===== config.mk =====
export PLATFORM = sky130hd
export DESIGN_NAME = serial_addsub
export DESIGN_NICKNAME = d
export VERILOG_FILES = /design/src/rtl/serial_addsub.sv
export SDC_FILE = /design/constraint.sdc
export NUM_CORES = 1
export LEC_CHECK = 0
export CAP_MARGIN = 20
export CORE_MARGIN = 3
export CORE_UTILIZATION = 51
export DETAILED_ROUTE_END_ITERATION = 8
export HOLD_SLACK_MARGIN = 0.1
export PLACE_DENSITY = 0.75
export SLEW_MARGIN = 30
export SYNTH_ARGS = -nofsm -noshare
export SYNTH_HDL_FRONTEND = slang
export SYNTH_SLANG_ARGS = --single-unit

===== constraint.sdc =====
create_clock -name clk -period 2.2 [get_ports clk]
set_input_delay 0.44 -clock clk [delete_from_list [all_inputs] [get_ports clk]]
set_output_delay 0.44 -clock clk [all_outputs]
set_load 0.05 [all_outputs]

===== src/rtl/serial_addsub.sv =====
// serial_addsub: bit-serial two's-complement add/subtract through
// one full-adder slice and a carry flop; result presented in parallel.
module serial_addsub #(
  parameter  int WIDTH = 8,
  localparam int CNT_W = $clog2(WIDTH)
) (
  input  logic             clk,
  input  logic             reset,
  input  logic             start,
  input  logic             mode,
  input  logic             a_in,
  input  logic             b_in,
  output logic             busy,
  output logic             done,
  output logic [WIDTH-1:0] sum_out,
  output logic             carry_out,
  output logic             overflow
);

  typedef enum logic [1:0] {
    IDLE,
    RUN,
    DONE
  } state_t;

  localparam logic [CNT_W-1:0] LAST = CNT_W'(WIDTH - 1);

  state_t           state, state_nx;
  logic [CNT_W-1:0] cnt, cnt_nx;
  logic [WIDTH-1:0] sr, sr_nx;
  logic             cy, cy_nx;
  logic             mode_q, mode_nx;
  logic [WIDTH-1:0] sum_nx;
  logic             co_nx, ov_nx;

  logic accept, last;
  logic m, bx, ci, s, co;

  // A start seen outside RUN carries bit 0; subtract injects carry-in 1.
  assign accept = start && (state != RUN);
  assign last   = (state == RUN) && (cnt == LAST);
  assign m      = accept ? mode : mode_q;
  assign bx     = b_in ^ m;
  assign ci     = accept ? mode : cy;
  assign s      = a_in ^ bx ^ ci;
  assign co     = (a_in & bx) | (a_in & ci) | (bx & ci);

  assign busy = (state == RUN);
  assign done = (state == DONE);

  always_comb begin
    state_nx = state;
    cnt_nx   = cnt;
    sr_nx    = sr;
    cy_nx    = cy;
    mode_nx  = mode_q;
    sum_nx   = sum_out;
    co_nx    = carry_out;
    ov_nx    = overflow;
    unique case (state)
      IDLE, DONE: begin
        state_nx = IDLE;
        cnt_nx   = '0;
        if (start) begin
          mode_nx  = mode;
          sr_nx    = {s, sr[WIDTH-1:1]};
          cy_nx    = co;
          cnt_nx   = CNT_W'(1);
          state_nx = RUN;
        end
      end
      RUN: begin
        sr_nx  = {s, sr[WIDTH-1:1]};
        cy_nx  = co;
        cnt_nx = cnt + CNT_W'(1);
        if (last) begin
          // cy here is the carry into the MSB
          sum_nx   = {s, sr[WIDTH-1:1]};
          co_nx    = co;
          ov_nx    = cy ^ co;
          cnt_nx   = '0;
          state_nx = DONE;
        end
      end
      default: state_nx = IDLE;
    endcase
  end

  always_ff @(posedge clk or negedge reset) begin
    if (!reset) begin
      state     <= IDLE;
      cnt       <= '0;
      sr        <= '0;
      cy        <= 1'b0;
      mode_q    <= 1'b0;
      sum_out   <= '0;
      carry_out <= 1'b0;
      overflow  <= 1'b0;
    end else begin
      state     <= state_nx;
      cnt       <= cnt_nx;
      sr        <= sr_nx;
      cy        <= cy_nx;
      mode_q    <= mode_nx;
      sum_out   <= sum_nx;
      carry_out <= co_nx;
      overflow  <= ov_nx;
    end
  end

endmodule


## After elaboration in Yosys (flattened, before gate mapping)

Index checks and enable logic that the tools add are counted.
Widths: inputs -> output; s select.

- Flip-flop bits (word level): 25
- Bits of input ports: 6
- Output and inout port bits: 12
- Word-level logic and storage cells: 44

- Add/sub/neg operators: 1
- Eq/ne operators: 6
- Muxes and demuxes: 12
- Bitwise gates (word level): 9
- Reductions and logical operators: 8

Operators by type and width:

| cell | count |
|---|---|
| $pmux 8 s2 | 1 |
| $mux 8 | 1 |
| $pmux 3 s2 | 1 |
| $reduce_and 2->1 | 3 |
| $mux 1 | 5 |
| $ne 2x1->1 const B | 2 |
| $pmux 2 s2 | 1 |
| $xor 1x1->1 | 4 |
| $add 3x1->3 const B | 1 |
| $and 1x1->1 | 3 |
| $eq 3x3->1 const B | 1 |
| $mux 3 | 1 |
| $eq 2x1->1 const B | 1 |
| $eq 2x2->1 const B | 1 |
| $logic_and 1x1->1 | 2 |
| $logic_not 2->1 | 1 |
| $mux 2 | 1 |
| $ne 2x2->1 const B | 1 |
| $or 1x1->1 | 2 |
| $pmux 1 s2 | 1 |
| $reduce_bool 2->1 | 1 |
| $reduce_or 2->1 | 1 |

## Depth between registers and ports, before layout

Gate-level depths: netlist of the first run.

- Depth after elaboration: 9
- Gate-level depth with buffers: 7
- Gate-level depth less buffers: 6

## Least setup slack after synthesis of the first run

No wires, ideal clock.

- Path kind: register to register
- Start: register state[1]
- End: register sum_out[7]
- Library setup time: 0.083 ns
- Data arrival time: 1.703 ns
- Required time: 2.117 ns
- Setup slack: 0.414 ns
- Cell stages (with the launch flop): 7
- Buffers on the path: 1
- Clock period less this slack: 1.786 ns
- Cell sequence: dfrtp_1 > buf_6 > nand2b_1 > a31o_2 > o211ai_1 > fa_1 > o21ai_0

- Cells in the longest elaborated chain, start to end: 6
- Elaborated cells between the ends (all ways): 10
- Those cells by class: eq/ne (2); mux (2); bitwise (3); reduce/logical (3)

RTL lines:

| item | RTL line | source |
|---|---|---|
| from (decl) | 28 | `state_t state, state_nx;` |
| from (signal assigned) | 100 | `state <= state_nx;` |
| $ne 2x1->1 | 40 | `assign accept = start && (state != RUN);` |
| $logic_and 1x1->1 | 40 |  |
| $mux 1 | 42 | `assign m = accept ? mode : mode_q;` |
| $xor 1x1->1 | 43 | `assign bx = b_in ^ m;` |
| $xor 1x1->1 (2 in a row) | 45 | `assign s = a_in ^ bx ^ ci;` |
| to (signal assigned) | 105 | `sum_out <= sum_nx;` |
| to (decl) | 15 | `output logic [WIDTH-1:0] sum_out,` |

Several ways; a longest one is shown, not always the timed one.
A chain may end at the register's enable or synchronous reset.

## Final worst setup path of the first run

Ends and elaborated chain as after synthesis.

==> metrics.yaml, run 1 <==
post_synth.cell_area_avg_um2: 13.2
number_of_enable_flip_flop_cells_after_synthesis: 0
setup_tns_ns: 0
grt.overflow.total: 0
r2r_setup_slack_ns: 0.25
post-cts-setup-buffer-count: 0
crit_path_max_incr_delay_ns: 0.48
hold_class: "in2async"
power.share.sequential_pct: 35.1
fin_total_pwr_uw: 2230
via_per_inst: 5.11
finalSetupViolations: 0
synth-async-reset-ratio_pct: 100
syn_to_final_growth_pct: 21.1
post-route-min-period_ns: 1.95
initial_antenna_violation_count: 0
clockRootBuffer: "sky130_fd_sc_hd__clkbuf_4"
fill_cells: 163
worst_pin_slew_ns: 0.497
yosysSeqAreaShare_pct: 54.4
fp.dieH_um: 52.5
detailedRoute.firstIterationViolations: 4
globalplace.congestion: 0.727
num_rows: 16
syn_nets: 93
clkLatencyLatePin_ns: 0.31
drc_errors: 0
data_arrival_time_of_the_worst_path_ns: 2.19
end_kind: "register"
num_vias: 669
grt-busiest-layer: "met2"
drt-wirelength-per-cell_um: 13.5
vias_in_the_first_global_route: 672
largest_net_degree_at_the_start_of_global_routing: 25
finClkSkew_ns: 0.00495
synthDistinctLibCells: 28
mapped_cells: 84
tritoncts: "done"
core_area_um2: 2000
synthesis.area_um2: 1100
synth_top_flop_cell: "sky130_fd_sc_hd__dfrtp_1"
tritoncts.num_buffers: 3
outcome: "finished, final reports clean"
post-route-period-util_pct: 88.7
worst_ep_required_time_ns: 2.44
powerDensity_nw_per_um2: 1670
dp_hpwl_mm: 1.26
final_layout_size_suffix_gt1_share_pct: 25.0
setup_repair_after_global_routing_missed_its_margin: "no"
route.final.wire_length_mm: 1.76
cp_startpoint_kind: "register"
post_cts_resize_count: 0
max_freq_mhz: 512
worstPathMaxFanout: 9
cp_slowest_cell: "sky130_fd_sc_hd__dfrtp_1"
drv_slew: 0
grt_util_met2_pct: 22.7
cts_sinks: 24
yosys_register_bits: 24
ant_nets: 0
leakage_power_summed_over_all_cells_uw: 0.000636
power.ir.vdd_worst_mv: 0.936
clk_pin_slew_ns: 0.13
cap_viol_max_count: 0
cts_max_path_buffers: 2
initial_core_util_pct: 55.2
count_of_synthesis_stage_warnings_from_yosys: 0
power_switching_share_pct: 40.3
internal_power_uw: 1330
gr-usage-met3_pct: 3.70
grt_first_pass_wirelength_mm: 3.02
power.share.combinational_pct: 50.9
detailedRoute.firstPassIterationCount: 3
grtUsageTotal_pct: 15.5
die_area_um2: 2760
io_pins: 18
holdBufCountCts: 0
hold_viol_final: 0
critical_setup_path_kind: "reg2reg"
timing.critical_path.cells: "nand2b_1 > a31o_2 > o211ai_1 > fa_1 > o21ai_0"
finalNetCount: 114
port-buffer-count: 17
gr-usage-met1_pct: 20.5
timing.max_slew.rel_slack_pct: 66.8
switching_power_uw: 901
pwr-share-clk_pct: 14.0
insertedDiodeCount: 0
die_x_um: 52.5
h_tree_depth: 1
-- layer usage --
metal  vias to the layer above  wire length [µm]
met4                         0                42
met1                       323               874
met2                        12               797
met3                         4                50
met5                         -                 0
li1                        330                 -
-- state kept, by name, summed over array words and instances, names as in the netlist --
name,cells
state,2
cnt,3
overflow,1
cy,1
sum_out,8
mode_q,1
sr,7
carry_out,1
-- worst max-delay path, delay by kind of cell, from the launching register on --
family | cells | cell delay [ns]
adders and majority gates | 1 | 0.47
and+or+nand+nor | 1 | 0.28
DFF | 1 | 0.48
AOI/OAI and AO/OA | 3 | 0.64
-- layout by cell type (no fill, tap or decap), drive strengths merged, types with 2 or more instances in the layout --
cell and n:
a21o 2, a21oi 3, buf 5, clkbuf 3, clkdlybuf4s50 15, dfrtp 24, ha 2, inv 5
mux2 13, mux2i 3, nand2 7, nor2 2, nor2b 3, o21ai 4
-- metrics by stage --
stage               cell area [µm²]  setup WS [ns]  instances  utilization, %  hold WS [ns]
detailed placement             1280         0.0261        127            64.2         0.492
global placement               1280          0.104        127            64.2         0.471
finish                         1340          0.248        131            66.8         0.469
floorplan                      1100          0.414         84               -         0.144
global route                   1340          0.109        131            66.8         0.485
CTS                            1340          0.225        131            66.8         0.470
-- final cells by class --
class,instances,area (µm²),area share (%)
repair buffers,20,188,14.0
clock inverters,1,30.0,2.25
well taps,27,33.8,2.53
inverters,5,18.8,1.40
flip-flops and latches,24,601,44.9
clock buffers,3,22.5,1.68
multi-input cells,51,444,33.2
-- path summary, 6_finish.rpt --
| kind | startpoint | end | depth (start not counted) |
|---|---|---|---|
| setup / recovery | state[1] | sum_out[7] | 5 |
| hold / removal | reset | cnt[2] | 2 |
| setup reg to reg | state[1] | sum_out[7] | 5 |
| hold reg to reg | sum_out[7] | sum_out[7] | 2 |
| max in group asynchronous | reset | sum_out[7] | 2 |
| min in group clk | sum_out[7] | sum_out[7] | 2 |
-- kinds of logic (layout without fill, tap and decap cells) --
| family | count (synthesis) | after routing | share of synthesized area [%] |
|---|---|---|---|
| compound gates | 14 | 14 | 8.04 |
| flops | 24 | 24 | 54.4 |
| xor+xnor | 1 | 1 | 0.793 |
| buf+inv | 9 | 29 | 5.44 |
| mux | 16 | 16 | 18.0 |
| fa+ha+maj | 3 | 3 | 4.08 |
| simple gates | 17 | 17 | 9.29 |
-- synthesized netlist by cell type, drive strengths merged (2+ instances only) --
| cell type | n | share of area (%) |
|---|---|---|
| mux2 | 13 | 15 |
| buf | 4 | 3.7 |
| inv | 5 | 1.7 |
| nor2b | 3 | 1.7 |
| ha | 2 | 2.3 |
| a21o | 2 | 1.5 |
| dfrtp | 24 | 54 |
| mux2i | 3 | 2.7 |
| nor2 | 2 | 0.91 |
| a21oi | 3 | 1.4 |
| nand2 | 7 | 2.4 |
| o21ai | 4 | 1.8 |
-- power groups by stage --
stage | clock network [µW] | logic (µW) | registers [µW]
floorplan | 0 | 553 | 1070
global placement | 0 | 1120 | 784
detailed placement | 0 | 1150 | 797
CTS | 322 | 1150 | 789
global route | 333 | 1230 | 816
finish | 313 | 1140 | 784
No activity file was read; power rests on OpenSTA's default activity.
==> inputs of run 2 (changes only) <==
- CTS_CLUSTER_SIZE: default -> 12
- TNS_END_PERCENT: default -> 1
==> results of run 2 <==
Final layout, timing and power as in run 1 (identical DEF).
